## src/rtl/keypad_emulator.sv

```systemverilog
// Device end of the 4x4 keypad col-drive/row-sense interface.
// Takes key-press commands and presents the contact closure on the row lines, with optional bounce.
module keypad_emulator #(
    parameter int BOUNCE_CYC = 625_000,
    parameter int TOGGLE_CYC = 12_500,
    parameter int HOLD_CYC   = 6_250_000,
    parameter int GAP_CYC    = 6_250_000
) (
    input  logic       clk,
    input  logic       rst,
    input  logic [3:0] col,
    output logic [3:0] row,
    input  logic       cmd_valid,
    input  logic [3:0] cmd_key,
    output logic       cmd_ready,
    output logic       contact,
    output logic       busy,
    output logic       done
);

    localparam int MAX_BH = (BOUNCE_CYC > HOLD_CYC) ? BOUNCE_CYC : HOLD_CYC;
    localparam int MAXP   = (MAX_BH > GAP_CYC) ? MAX_BH : GAP_CYC;
    localparam int CW     = (MAXP > 1) ? $clog2(MAXP) : 1;
    localparam int TW     = (TOGGLE_CYC > 1) ? $clog2(TOGGLE_CYC) : 1;

    localparam logic [CW-1:0] LD_BOUNCE = CW'((BOUNCE_CYC > 0) ? BOUNCE_CYC - 1 : 0);
    localparam logic [CW-1:0] LD_HOLD   = CW'((HOLD_CYC > 0) ? HOLD_CYC - 1 : 0);
    localparam logic [CW-1:0] LD_GAP    = CW'((GAP_CYC > 0) ? GAP_CYC - 1 : 0);
    localparam logic [TW-1:0] LD_TOG    = TW'((TOGGLE_CYC > 0) ? TOGGLE_CYC - 1 : 0);

    typedef enum logic [2:0] {
        S_IDLE,
        S_PRESS_B,
        S_HOLD,
        S_REL_B,
        S_GAP
    } state_t;

    state_t          state_q, state_d;
    logic [CW-1:0]   cnt_q, cnt_d;
    logic [TW-1:0]   tog_q, tog_d;
    logic [15:0]     lfsr_q, lfsr_d;
    logic            contact_q, contact_d;
    logic            done_q, done_d;
    logic [3:0]      key_q, key_d;

    logic            cnt_zero;
    logic            tog_zero;
    logic            lfsr_fb;
    logic [1:0]      kr;
    logic [1:0]      kc;

    assign cnt_zero = (cnt_q == '0);
    assign tog_zero = (tog_q == '0);
    assign lfsr_fb  = lfsr_q[0] ^ lfsr_q[2] ^ lfsr_q[3] ^ lfsr_q[5];

    always_comb begin
        state_d   = state_q;
        cnt_d     = cnt_zero ? cnt_q : cnt_q - 1'b1;
        tog_d     = tog_zero ? LD_TOG : tog_q - 1'b1;
        lfsr_d    = lfsr_q;
        contact_d = contact_q;
        done_d    = 1'b0;
        key_d     = key_q;
        case (state_q)
            S_IDLE: begin
                contact_d = 1'b0;
                tog_d     = LD_TOG;
                if (cmd_valid) begin
                    key_d = cmd_key;
                    if (BOUNCE_CYC > 0) begin
                        state_d = S_PRESS_B;
                        cnt_d   = LD_BOUNCE;
                    end else begin
                        state_d = S_HOLD;
                        cnt_d   = LD_HOLD;
                    end
                end
            end
            S_PRESS_B: begin
                if (tog_zero) begin
                    contact_d = lfsr_q[0];
                    lfsr_d    = {lfsr_fb, lfsr_q[15:1]};
                end
                if (cnt_zero) begin
                    state_d = S_HOLD;
                    cnt_d   = LD_HOLD;
                end
            end
            S_HOLD: begin
                contact_d = 1'b1;
                tog_d     = LD_TOG;
                if (cnt_zero) begin
                    if (BOUNCE_CYC > 0) begin
                        state_d = S_REL_B;
                        cnt_d   = LD_BOUNCE;
                    end else begin
                        state_d = S_GAP;
                        cnt_d   = LD_GAP;
                    end
                end
            end
            S_REL_B: begin
                if (tog_zero) begin
                    contact_d = lfsr_q[0];
                    lfsr_d    = {lfsr_fb, lfsr_q[15:1]};
                end
                if (cnt_zero) begin
                    state_d = S_GAP;
                    cnt_d   = LD_GAP;
                end
            end
            S_GAP: begin
                contact_d = 1'b0;
                if (cnt_zero) begin
                    state_d = S_IDLE;
                    done_d  = 1'b1;
                end
            end
            default: begin
                state_d   = S_IDLE;
                contact_d = 1'b0;
            end
        endcase
    end

    always_ff @(posedge clk or posedge rst) begin
        if (rst) begin
            state_q   <= S_IDLE;
            cnt_q     <= '0;
            tog_q     <= '0;
            lfsr_q    <= 16'hACE1;
            contact_q <= 1'b0;
            done_q    <= 1'b0;
            key_q     <= 4'h0;
        end else begin
            state_q   <= state_d;
            cnt_q     <= cnt_d;
            tog_q     <= tog_d;
            lfsr_q    <= lfsr_d;
            contact_q <= contact_d;
            done_q    <= done_d;
            key_q     <= key_d;
        end
    end

    // Pmod keypad layout: key code -> (row, column)
    always_comb begin
        kr = 2'd0;
        kc = 2'd0;
        case (key_q)
            4'h1: begin kr = 2'd0; kc = 2'd0; end
            4'h2: begin kr = 2'd0; kc = 2'd1; end
            4'h3: begin kr = 2'd0; kc = 2'd2; end
            4'hA: begin kr = 2'd0; kc = 2'd3; end
            4'h4: begin kr = 2'd1; kc = 2'd0; end
            4'h5: begin kr = 2'd1; kc = 2'd1; end
            4'h6: begin kr = 2'd1; kc = 2'd2; end
            4'hB: begin kr = 2'd1; kc = 2'd3; end
            4'h7: begin kr = 2'd2; kc = 2'd0; end
            4'h8: begin kr = 2'd2; kc = 2'd1; end
            4'h9: begin kr = 2'd2; kc = 2'd2; end
            4'hC: begin kr = 2'd2; kc = 2'd3; end
            4'h0: begin kr = 2'd3; kc = 2'd0; end
            4'hF: begin kr = 2'd3; kc = 2'd1; end
            4'hE: begin kr = 2'd3; kc = 2'd2; end
            4'hD: begin kr = 2'd3; kc = 2'd3; end
            default: begin kr = 2'd0; kc = 2'd0; end
        endcase
    end

    assign row       = (contact_q & ~col[kc]) ? ~(4'b0001 << kr) : 4'hF;
    assign cmd_ready = (state_q == S_IDLE);
    assign busy      = (state_q != S_IDLE);
    assign contact   = contact_q;
    assign done      = done_q;

endmodule

```

## config.mk

```make
export PLATFORM = sky130hd
export DESIGN_NAME = keypad_emulator
export DESIGN_NICKNAME = d
export VERILOG_FILES = /design/src/rtl/keypad_emulator.sv
export SDC_FILE = /design/constraint.sdc
export NUM_CORES = 1
export LEC_CHECK = 0
export ABC_AREA = 1
export BUFFER_PORTS_ARGS = -buffer_cell sky130_fd_sc_hd__buf_2
export CAP_MARGIN = 20
export CORE_ASPECT_RATIO = 0.6
export CORE_MARGIN = 3
export CORE_UTILIZATION = 40
export CTS_BUF_LIST = sky130_fd_sc_hd__clkbuf_8
export CTS_CLUSTER_SIZE = 25
export DETAILED_ROUTE_END_ITERATION = 16
export GPL_ROUTABILITY_DRIVEN = 0
export PLACE_DENSITY = 0.54
export SLEW_MARGIN = 20
export SYNTH_ARGS = -nofsm -noshare
export SYNTH_HDL_FRONTEND = slang
export SYNTH_SLANG_ARGS = --single-unit
```

## constraint.sdc

```tcl
create_clock -name clk -period 1.9 [get_ports clk]
set_input_delay 0.38 -clock clk [delete_from_list [all_inputs] [get_ports clk]]
set_output_delay 0.38 -clock clk [all_outputs]
set_load 0.005 [all_outputs]
```

==> results.txt <==
worst-case headroom to the max-slew limit - 67.7%
I/O pin count - 19
worst slack at placement - 0.0956 ns
initial antenna violation count - 0
clock slew at the register clock pins of the worst setup and hold paths - 0.07 ns
unique cell type count in the Yosys netlist - 30
Period minus WS final - 1.98 ns
post-layout worst setup margin - -0.0831 ns
post-route ant nets - 0
violations in the final reports - negative setup slack
die area - 0.0103 mm^2
count of endpoints failing hold in the final timing report - 0
Setup Viol. Count Final - 4
area delta synth->final - 16.3%
Clock Latency Late Sink - 0.35 ns
final-layout setup total negative slack - -0.317 ns
critical path launch point type - flip-flop
#FFs+latches synth - 62
critical path capture point type - output port
IR Drop Worst-Case VDD - 0.449 mV
unrepaired setup endpoints after global routing - true
Cells after Synth - 499
Buffers & Inverters on Critical Path - 3
Overflow after GRT - 0
cell type group with the largest total delay on the critical path - flip-flops
detailed-router iteration count before antenna repair - 5
count of clock tree sinks - 62
synthesized cell area - 0.00365 mm^2
Initial Utilization - 42.0%
fraction of final layout cells with drive strength greater than 1 - 21.3%
Routed met3 length - 797 um
proportion of synthesized chip area in sequential cells - 42.8%
ANT cells - 0
post-synthesis cell type with the largest combined area - dfrtp_1
met2 WL - 3.23 mm
portion of the clock cycle consumed by the worst path in the final layout - 104%
Die Height - 80.0 um
path type of the worst min-delay path - in -> async
peak per-stage delay on the critical path - 0.47 ns
via-per-instance ratio - 4.91
initial drt markers - 315
total track usage - 19.1%
total via count in the routed design - 3,198
routed len/inst - 14.2 um
HPWL after detailed placement - 6.92 mm
routed length on met1 - 5.08 mm
non-filler cells in the finished layout - 651
port bufs - 18
Synth warnings - 0
H-tree depth reported by CTS - 3
wire length of the first global-routing pass - 14.9 mm
worst clock skew - 0.0113 ns
filler instances - 852
cells traversed along the worst timing path - inv_2 -> nand2_2 -> nand2_4 -> nand3_2 -> o21ai_2 -> inv_1 -> nand3_2 -> nand4_1 -> buf_2
result of the run - complete, but fails checks
NumNets Final - 549
Post-Synthesis Net Count - 514
worst endpoint data arrival time - 1.60 ns
highest clock frequency the design can meet - 504 MHz
leakage dissipation - 2.10 nW
top routing layer used - met4
highest-delay cell along the critical path - dfrtp_2
total wire length after detailed routing - 9.23 mm
Post-Route Utilization - 48.8%
clock buffers created by TritonCTS - 9
post-placement cell count - 634
Avg Inst Size Synth - 7.31 um^2
maximum number of buffers from clock root to sink - 2
Pins Over Slew Limit - 0
clock root cell - clkbuf_8
portion of synthesized cell area occupied by the leading cell type - 37.0%
actual transition at the worst max-transition pin - 0.483 ns
maximum fanout encountered on the critical timing path - 5
total of max-cap violations - 0
maximum number of pins on one net before global-route repair - 28
width of the die - 129 um
power density over cell area - 1250 mW/mm^2
drc violations - 0
library cell appearing most often on the critical path - nand3_2
class of the most critical setup path - reg -> out
number of global-route vias before repair - 2,844
top cells by area in the synthesized netlist - dfrtp_1, nand2_1, nand3_1, inv_1, nor2_1
flop-to-flop setup slack - 0.15 ns
Power Total - 0.00529 W
CTS tree - built
placement row count - 26
Req. time, crit path - 1.52 ns
Std-Cell Core Area - 0.00869 mm^2
-- routing by layer --
metal	vias to the layer above	global-route usage, %
li1	1645	-
met1	1430	30.9
met2	114	22.6
met3	9	6.08
met4	0	6.39
met5	-	0
-- cell type report --
class	count	area (um^2)	share of cell area (%)
timing repair buffer	28	190	4.48
clock buffer	11	151	3.57
tap	112	140	3.30
multi-input combinational	366	1890	44.5
clock inverter	5	50.0	1.18
inverter	67	259	6.10
sequential	62	1570	36.9
-- worst register-to-register path, stage by stage, from the launching register on --
cell and delay, ns:
dfrtp_1 0.41, nor2_1 0.19, nand2_2 0.15, nor2_1 0.20, nand3_2 0.17, ha_1 0.31, a21oi_1 0.12, o21ai_0 0.09
-- cell families after synthesis --
family / after synthesis / share of synthesized area (%)
DFF: 62 / 42.8
buffers and inverters: 71 / 7.82
xor gates and xnor gates: 12 / 2.88
and+or+nand+nor: 315 / 39.7
adders and majority gates: 4 / 1.37
AOI/OAI and AO/OA: 35 / 5.45
-- cells in the mapped netlist --
| cell type | count |
|---|---|
| nor3_4 | 1 |
| nand3b_1 | 3 |
| buf_2 | 2 |
| o21ai_4 | 1 |
| a21oi_1 | 6 |
| inv_1 | 61 |
| nor2_2 | 14 |
| or2_2 | 2 |
| nand2_2 | 7 |
| xnor2_1 | 5 |
| nor2_8 | 1 |
| o211ai_1 | 2 |
| nand2_1 | 157 |
| nor3_1 | 4 |
| dfrtp_1 | 54 |
| o21ai_0 | 20 |
| nand3_4 | 3 |
| o21ai_2 | 2 |
| nor2_4 | 2 |
| nand3_1 | 48 |
| clkinv_2 | 1 |
| dfstp_2 | 8 |
| o21ai_1 | 4 |
| xor2_1 | 7 |
| nor2_1 | 58 |
| nand4_1 | 13 |
| buf_6 | 2 |
| inv_2 | 5 |
| ha_1 | 4 |
| nand3_2 | 2 |
-- where the power goes --
| group | internal (W) | switching (W) |
|---|---|---|
| Sequential | 0.00156 | 0.000286 |
| Clock | 0.000666 | 0.000530 |
| Combinational | 0.000762 | 0.00148 |
-- repair_timing --
item / CTS / global route
pin swaps: 2 / 9
gates resized for setup: 10 / 23
endpoints found under the hold margin: 0 / 0
setup buffers: 0 / 1
setup endpoints to repair: 4 / 5
hold buffers: 0 / 0
-- registers in the layout (all words and copies together), names as in the netlist --
signal / count
tog_q: 14
state_q: 3
done: 1
cnt_q: 23
key_q: 4
contact: 1
lfsr_q: 16
-- worst paths after layout --
path / endpoint / from / depth (start not counted)
setup / recovery: row[1] / key_q[0] / 9
min in group clk: key_q[0] / cmd_key[0] / 3
setup reg to reg: cnt_q[0] / cnt_q[19] / 7
max in group asynchronous: lfsr_q[0] / rst / 3
hold reg to reg: lfsr_q[5] / lfsr_q[6] / 2
hold / removal: lfsr_q[12] / rst / 2
-- stage by stage --
stage / hold WS [ns] / area (um^2)
global route: 0.0608 / 4240
finish: 0.0456 / 4240
floorplan: 0.442 / 3650
global placement: 0.435 / 3940
detailed placement: 0.436 / 3940
CTS: 0.0502 / 4170
-- cell usage in the layout (no fill, tap or decap), types with 2 or more instances in the layout --
| cell type | n |
|---|---|
| ha_1 | 4 |
| buf_4 | 8 |
| nand3_2 | 6 |
| clkinv_2 | 2 |
| o21ai_0 | 17 |
| nand4_1 | 13 |
| inv_1 | 58 |
| dfstp_2 | 8 |
| nand2_1 | 149 |
| xnor2_1 | 5 |
| nand2_4 | 3 |
| dfrtp_1 | 51 |
| nand3b_1 | 3 |
| nor3_1 | 4 |
| nand3_1 | 44 |
| a21oi_1 | 6 |
| or2_2 | 2 |
| buf_2 | 18 |
| o21ai_4 | 2 |
| nor2_1 | 57 |
| nand3_4 | 3 |
| o211ai_1 | 2 |
| xor2_1 | 7 |
| buf_12 | 2 |
| clkinvlp_4 | 2 |
| dfrtp_2 | 3 |
| nor2_4 | 4 |
| o21ai_1 | 4 |
| nand2_2 | 12 |
| nor2_2 | 13 |
| o21ai_2 | 4 |
| clkbuf_8 | 11 |
| inv_2 | 8 |
(Power assumes the default switching activity.)
